**config.mk**
```make
export PLATFORM = sky130hd
export DESIGN_NAME = systolic_ctrl
export DESIGN_NICKNAME = d
export VERILOG_FILES = /design/src/rtl/systolic_pkg.sv /design/src/rtl/skew_line.sv /design/src/rtl/systolic_ctrl.sv
export SDC_FILE = /design/constraint.sdc
export NUM_CORES = 1
export LEC_CHECK = 0
export BUFFER_PORTS_ARGS = -buffer_cell sky130_fd_sc_hd__buf_2
export CAP_MARGIN = 20
export CORE_MARGIN = 5
export CORE_UTILIZATION = 40
export DETAILED_ROUTE_END_ITERATION = 7
export GPL_TIMING_DRIVEN = 0
export PLACE_DENSITY_LB_ADDON = 0.08
export SLEW_MARGIN = 20
export SYNTH_ARGS = -nofsm -noshare
export SYNTH_HDL_FRONTEND = slang
export SYNTH_SLANG_ARGS = --single-unit
```
**constraint.sdc**
```tcl
create_clock -name clk_in -period 4.3 [get_ports clk_in]
set_input_delay 0.86 -clock clk_in [delete_from_list [all_inputs] [get_ports clk_in]]
set_output_delay 0.86 -clock clk_in [all_outputs]
set_load 0.05 [all_outputs]
```
**src/rtl/systolic_pkg.sv**
```systemverilog
// Shared types and latency constants for the systolic array sequencer.
package systolic_pkg;

    typedef enum logic [2:0] {IDLE, LOAD_W, STREAM, DRAIN, DONE} sctrl_state_t;

    // Accept-to-result latency through input skew, array and output deskew.
    function automatic int res_lat(input int r, input int c);
        return r + c;
    endfunction

    localparam int DRAIN_PAD = 1;

    function automatic int drain_cycles(input int r, input int c);
        return res_lat(r, c) + DRAIN_PAD;
    endfunction

endpackage

```
**src/rtl/skew_line.sv**
```systemverilog
// Fixed-depth shift register carrying a data word and its enable tag.
module skew_line
    import systolic_pkg::*;
#(
    parameter int DEPTH = 1,
    parameter int W     = 8
) (
    input  logic         clk_in,
    input  logic         nrst_in,
    input  logic [W-1:0] d,
    input  logic         tag_d,
    output logic [W-1:0] q,
    output logic         tag_q
);

    logic [DEPTH-1:0][W-1:0] data_sr;
    logic [DEPTH-1:0]        tag_sr;

    always_ff @(posedge clk_in or negedge nrst_in) begin
        if (!nrst_in) begin
            data_sr <= '0;
            tag_sr  <= '0;
        end else begin
            data_sr[0] <= d;
            tag_sr[0]  <= tag_d;
            for (int k = 1; k < DEPTH; k++) begin
                data_sr[k] <= data_sr[k-1];
                tag_sr[k]  <= tag_sr[k-1];
            end
        end
    end

    assign q     = data_sr[DEPTH-1];
    assign tag_q = tag_sr[DEPTH-1];

endmodule

```
**src/rtl/systolic_ctrl.sv**
```systemverilog
// Weight-stationary systolic array sequencer: weight load, skewed feature
// streaming, output deskew and job completion.
module systolic_ctrl
    import systolic_pkg::*;
#(
    parameter int width = 8,
    parameter int row   = 4,
    parameter int col   = 4,
    parameter int cnt_w = 8
) (
    input  logic                       clk_in,
    input  logic                       nrst_in,
    input  logic                       start,
    input  logic [cnt_w-1:0]           num_vec,
    input  logic                       w_valid,
    output logic                       w_ready,
    input  logic [col-1:0][width-1:0]  w_data,
    input  logic                       f_valid,
    output logic                       f_ready,
    input  logic [row-1:0][width-1:0]  f_data,
    output logic                       arr_ctrl,
    output logic [col-1:0]             arr_weight_en,
    output logic [col-1:0][width-1:0]  arr_weight,
    output logic [row-1:0]             arr_in_en,
    output logic [row-1:0][width-1:0]  arr_feature,
    input  logic [col-1:0][width-1:0]  arr_out,
    output logic                       res_valid,
    output logic [col-1:0][width-1:0]  res_data,
    output logic                       busy,
    output logic                       done
);

    localparam int BEAT_W  = $clog2(row) + 1;
    localparam int DRAIN_N = drain_cycles(row, col);
    localparam int DRAIN_W = $clog2(DRAIN_N) + 1;
    localparam logic [BEAT_W-1:0]  LAST_BEAT  = BEAT_W'(row - 1);
    localparam logic [DRAIN_W-1:0] LAST_DRAIN = DRAIN_W'(DRAIN_N - 1);

    sctrl_state_t        state, state_nxt;
    logic [BEAT_W-1:0]   beat_cnt, beat_cnt_nxt;
    logic [cnt_w-1:0]    vec_cnt, vec_cnt_nxt;
    logic [cnt_w-1:0]    num_vec_q, num_vec_nxt;
    logic [DRAIN_W-1:0]  drain_cnt, drain_cnt_nxt;
    logic                w_acc, f_acc;

    assign w_ready  = (state == LOAD_W);
    assign f_ready  = (state == STREAM);
    assign arr_ctrl = (state == LOAD_W);
    assign busy     = (state == LOAD_W) || (state == STREAM) || (state == DRAIN);
    assign done     = (state == DONE);
    assign w_acc    = w_ready && w_valid;
    assign f_acc    = f_ready && f_valid;

    assign arr_weight_en = {col{w_acc}};
    assign arr_weight    = w_acc ? w_data : '0;

    always_ff @(posedge clk_in or negedge nrst_in) begin
        if (!nrst_in) begin
            state     <= IDLE;
            beat_cnt  <= '0;
            vec_cnt   <= '0;
            num_vec_q <= '0;
            drain_cnt <= '0;
        end else begin
            state     <= state_nxt;
            beat_cnt  <= beat_cnt_nxt;
            vec_cnt   <= vec_cnt_nxt;
            num_vec_q <= num_vec_nxt;
            drain_cnt <= drain_cnt_nxt;
        end
    end

    always_comb begin
        state_nxt     = state;
        beat_cnt_nxt  = beat_cnt;
        vec_cnt_nxt   = vec_cnt;
        num_vec_nxt   = num_vec_q;
        drain_cnt_nxt = drain_cnt;
        case (state)
            IDLE, DONE: begin
                if (start) begin
                    state_nxt    = LOAD_W;
                    num_vec_nxt  = num_vec;
                    beat_cnt_nxt = '0;
                end else if (state == DONE) begin
                    state_nxt = IDLE;
                end
            end
            LOAD_W: begin
                if (w_valid) begin
                    beat_cnt_nxt = beat_cnt + 1'b1;
                    if (beat_cnt == LAST_BEAT) begin
                        state_nxt     = (num_vec_q == '0) ? DRAIN : STREAM;
                        vec_cnt_nxt   = '0;
                        drain_cnt_nxt = '0;
                    end
                end
            end
            STREAM: begin
                if (f_valid) begin
                    vec_cnt_nxt = vec_cnt + 1'b1;
                    if (vec_cnt == num_vec_q - 1'b1) begin
                        state_nxt     = DRAIN;
                        drain_cnt_nxt = '0;
                    end
                end
            end
            DRAIN: begin
                drain_cnt_nxt = drain_cnt + 1'b1;
                if (drain_cnt == LAST_DRAIN) state_nxt = DONE;
            end
            default: state_nxt = IDLE;
        endcase
    end

    // Lane i reaches the array i+1 cycles after accept; bubbles carry a zero tag.
    for (genvar i = 0; i < row; i++) begin : g_in_skew
        skew_line #(.DEPTH(i + 1), .W(width)) u_skew (
            .clk_in  (clk_in),
            .nrst_in (nrst_in),
            .d       (f_acc ? f_data[i] : '0),
            .tag_d   (f_acc),
            .q       (arr_feature[i]),
            .tag_q   (arr_in_en[i])
        );
    end

    // Last lane's tag marks when column 0 presents a result; column j is j later.
    logic [col-1:0] vld_pipe;
    logic [col-2:0] vld_sr;

    assign vld_pipe = {vld_sr, arr_in_en[row-1]};

    always_ff @(posedge clk_in or negedge nrst_in) begin
        if (!nrst_in) vld_sr <= '0;
        else          vld_sr <= vld_pipe[col-2:0];
    end

    // Column j waits col-j cycles so every column lands in the same output register.
    logic [col-1:0] res_tag;

    for (genvar j = 0; j < col; j++) begin : g_deskew
        skew_line #(.DEPTH(col - j), .W(width)) u_deskew (
            .clk_in  (clk_in),
            .nrst_in (nrst_in),
            .d       (vld_pipe[j] ? arr_out[j] : '0),
            .tag_d   (vld_pipe[j]),
            .q       (res_data[j]),
            .tag_q   (res_tag[j])
        );
    end

    assign res_valid = &res_tag;

endmodule

```
==> results.py <==
metrics = {
    "clock_tree": {
        "h-tree-depth": 4,
        "cts_tree": "done",
        "cts_made_buffers": 17,
        "cts-resized-gates": 0,
        "clk_latency_ns": 0.42,
        "cts_max_path_buffers": 2,
        "hold_buffers": 0,
        "path_clk_slew_ns": 0.07,
        "root_buffer": "clkbuf_16",
        "cts.sinks": 195,
        "cts_setup_buffers": 0,
    },
    "drt": {
        "antenna_left": 0,
        "dr.pass1.iters": 4,
        "routedWlPerCell_um": 14.3,
        "viasPerCell": 4.48,
        "drc": 0,
        "drt-total-wl_um": 14000,
        "drt_iter0_drc": 135,
        "dr_total_vias": 4377,
    },
    "layout": {
        "final_core_util_pct": 52.2,
        "design_area_mm2": 0.00897,
        "syn2layout_area_growth_pct": 29.4,
        "drive_gt1_share_pct": 43.8,
        "diodes": 0,
        "nNetsFinal": 854,
        "fillers": 1514,
    },
    "place": {
        "place_ws_ns": 1.47,
        "gp_congestion": 0.913,
        "hpwl_um": 10500,
        "placed_area_mm2": 0.00838,
        "port_buffers": 218,
    },
    "logic_synthesis": {
        "syn_area_mm2": 0.00693,
        "syn_nets": 615,
        "synthesis.instances": 500,
        "avgSynthCellArea_um2": 13.9,
        "ys_seq_elements": 195,
        "synth_edf_count": 0,
        "ys_types": 48,
        "synthArstFlopShare_pct": 100,
        "ys_warn_count": 0,
        "ys_seq_area_share_pct": 70.4,
        "synth_ff_type": "dfrtp_1",
    },
    "worst_hold_path": {
        "hold_class": "reg2reg",
    },
    "sta": {
        "slew_headroom_pct": 58.8,
        "setup_viol_count_final": 0,
        "fin_crit_sh_pct": 74.9,
        "hold_slack_ns": 0.341,
        "tightestPinTransition_ns": 0.616,
        "fin_skew_ns": 0.0119,
        "drv_slew": 0,
        "rsz0062_at_grt": "no",
        "fmaxAchievable_ghz": 0.311,
        "hold_violations": 0,
        "layout_setup_ws_ns": 1.08,
        "period_needed_ns": 3.22,
    },
    "setup_path": {
        "max_stage_delay_ns": 0.54,
        "reg2reg_from": "num_vec_q[0]",
        "slowest_stage": "nor3b_2",
        "reg2reg_to": "drain_cnt[2]",
        "cp-start-kind": "flop",
        "r2r_cells": 8,
        "crit_type": "reg2out",
        "worstSetupEndpointType": "output pin",
        "startpoint": "state[1]",
        "crit_family": "simple AND/OR/NAND/NOR gates",
        "worstPathMaxFanout": 10,
        "worst_ep_required_time_ns": 3.44,
        "crit_end": "arr_weight[12]",
        "r2r_slack_ns": 1.93,
        "crit_arrival_ns": 2.36,
        "path_buf_inv": 3,
        "cp.depth": 5,
        "path_cells": "clkbuf_8 -> nor3b_2 -> clkbuf_1 -> and3_1 -> buf_2",
    },
    "power": {
        "power.density_mw_per_mm2": 633,
        "peakVddDrop_mv": 0.407,
        "cellLeakagePower_nw": 5.18,
    },
    "global_routing": {
        "grt_max_degree": 70,
        "grtUsageTotal_pct": 14.4,
        "grt_pass1_wl_um": 22700,
        "grt_pass1_vias": 4675,
        "overflow": 0,
        "antenna_found_initial": 0,
    },
    "floorplan": {
        "rows": 48,
        "coreArea_mm2": 0.0172,
        "die_height_um": 142,
        "io_pins": 219,
        "start_util_pct": 40.4,
        "die_w_um": 142,
        "dieArea_mm2": 0.0201,
    },
    "run": {
        "drv_cap": 0,
    },
    "status": {
        "status": "completed",
    },
}
## per-layer routing
layer | GRT usage (%) | vias up | wire length, um
met2 | 24.2 | 168 | 7120
met3 | 4.48 | 23 | 1050
met5 | 0 | - | 0
met1 | 16.9 | 2095 | 5470
li1 | - | 2091 | -
met4 | 6.26 | 0 | 359
## metrics by stage
step,setup TNS (ns),cells,total power [W]
6_report,0,977,0.00568
5_1_grt,0,977,0.00599
4_1_cts,0,977,0.00576
3_5_place_dp,0,945,0.00419
3_3_place_gp,-115.42,943,0.00414
2_1_floorplan,0,500,0.00371
## logic make-up (layout without fill, tap and decap cells)
logic type      count (synthesis)  in the layout  share of synthesized area (%)
fa+ha+maj                       6              6                           1.08
mux                             8              8                           1.30
buf+inv                        85            337                           7.96
simple gates                  162            162                           14.1
flops                         195            195                           70.4
xor+xnor                       16             16                           2.13
compound gates                 28             28                           3.07
## state kept, by name, indices dropped and copies added (netlist names), 5 cells and up
| register | count |
|---|---|
| g_deskew.u_deskew.q | 32 |
| vec_cnt | 8 |
| num_vec_q | 8 |
| g_in_skew.u_skew.data_sr | 48 |
| g_deskew.u_deskew.data_sr | 48 |
| drain_cnt | 5 |
| g_in_skew.u_skew.q | 32 |
## cell type report
cell class / count / area, um^2 / share of cell area, %
Buffer: 75 / 514 / 5.73
Clock buffer: 18 / 429 / 4.78
Clock inverter: 14 / 165 / 1.84
Inverter: 10 / 37.5 / 0.418
Multi-Input combinational cell: 220 / 1510 / 16.8
Sequential cell: 195 / 4880 / 54.4
Tap cell: 225 / 282 / 3.14
Timing Repair Buffer: 220 / 1160 / 12.9
## synthesized netlist by cell type, types with 3 or more instances
library cell	count	area, um^2
xnor2_1	4	35.0
nor3_1	7	35.0
mux2_2	8	90.1
ha_1	6	75.1
and2_1	35	219
buf_4	57	428
xor2_1	11	96.3
nor2_1	11	41.3
nand3_1	4	20.0
dfrtp_1	195	4880
nand4_1	4	25.0
a21oi_1	6	30.0
clkbuf_1	15	56.3
o21ai_0	8	40.0
inv_1	9	33.8
nand3b_1	3	22.5
and3_1	66	413
nand2_1	17	63.8
## how the worst min path moves through the flow
stage / slack [ns] / depth (start not counted) / startpoint / endpoint
floorplan: 0.33 / 0 / g_deskew[0].u_deskew.data_sr[2] / g_deskew[0].u_deskew.data_sr[10]
global placement: 0.33 / 0 / g_in_skew[3].u_skew.data_sr[8] / g_in_skew[3].u_skew.data_sr[16]
detailed placement: 0.33 / 0 / g_deskew[0].u_deskew.data_sr[11] / g_deskew[0].u_deskew.data_sr[19]
CTS: 0.35 / 0 / g_in_skew[2].u_skew.data_sr[13] / g_in_skew[2].u_skew.q[5]
global route: 0.35 / 0 / g_deskew[0].u_deskew.data_sr[4] / g_deskew[0].u_deskew.data_sr[12]
finish: 0.34 / 0 / g_in_skew[2].u_skew.data_sr[12] / g_in_skew[2].u_skew.q[4]
## cell usage in the layout, fill, tap and decap left out, types with 9 or more instances in the layout
master / n
buf_2: 218
dfrtp_1: 195
and3_1: 66
buf_4: 57
and2_1: 35
nand2_1: 17
clkbuf_16: 17
clkbuf_1: 16
nor2_1: 11
xor2_1: 11
inv_1: 9
## power by group
group	leakage [nW]	switching [W]	internal, W
clock network	0.292	0.000720	0.000830
registers	2.67	0.000158	0.00212
logic	2.22	0.00125	0.000600
total	5.18	0.00212	0.00355
No activity file was read; power rests on OpenSTA's default activity.
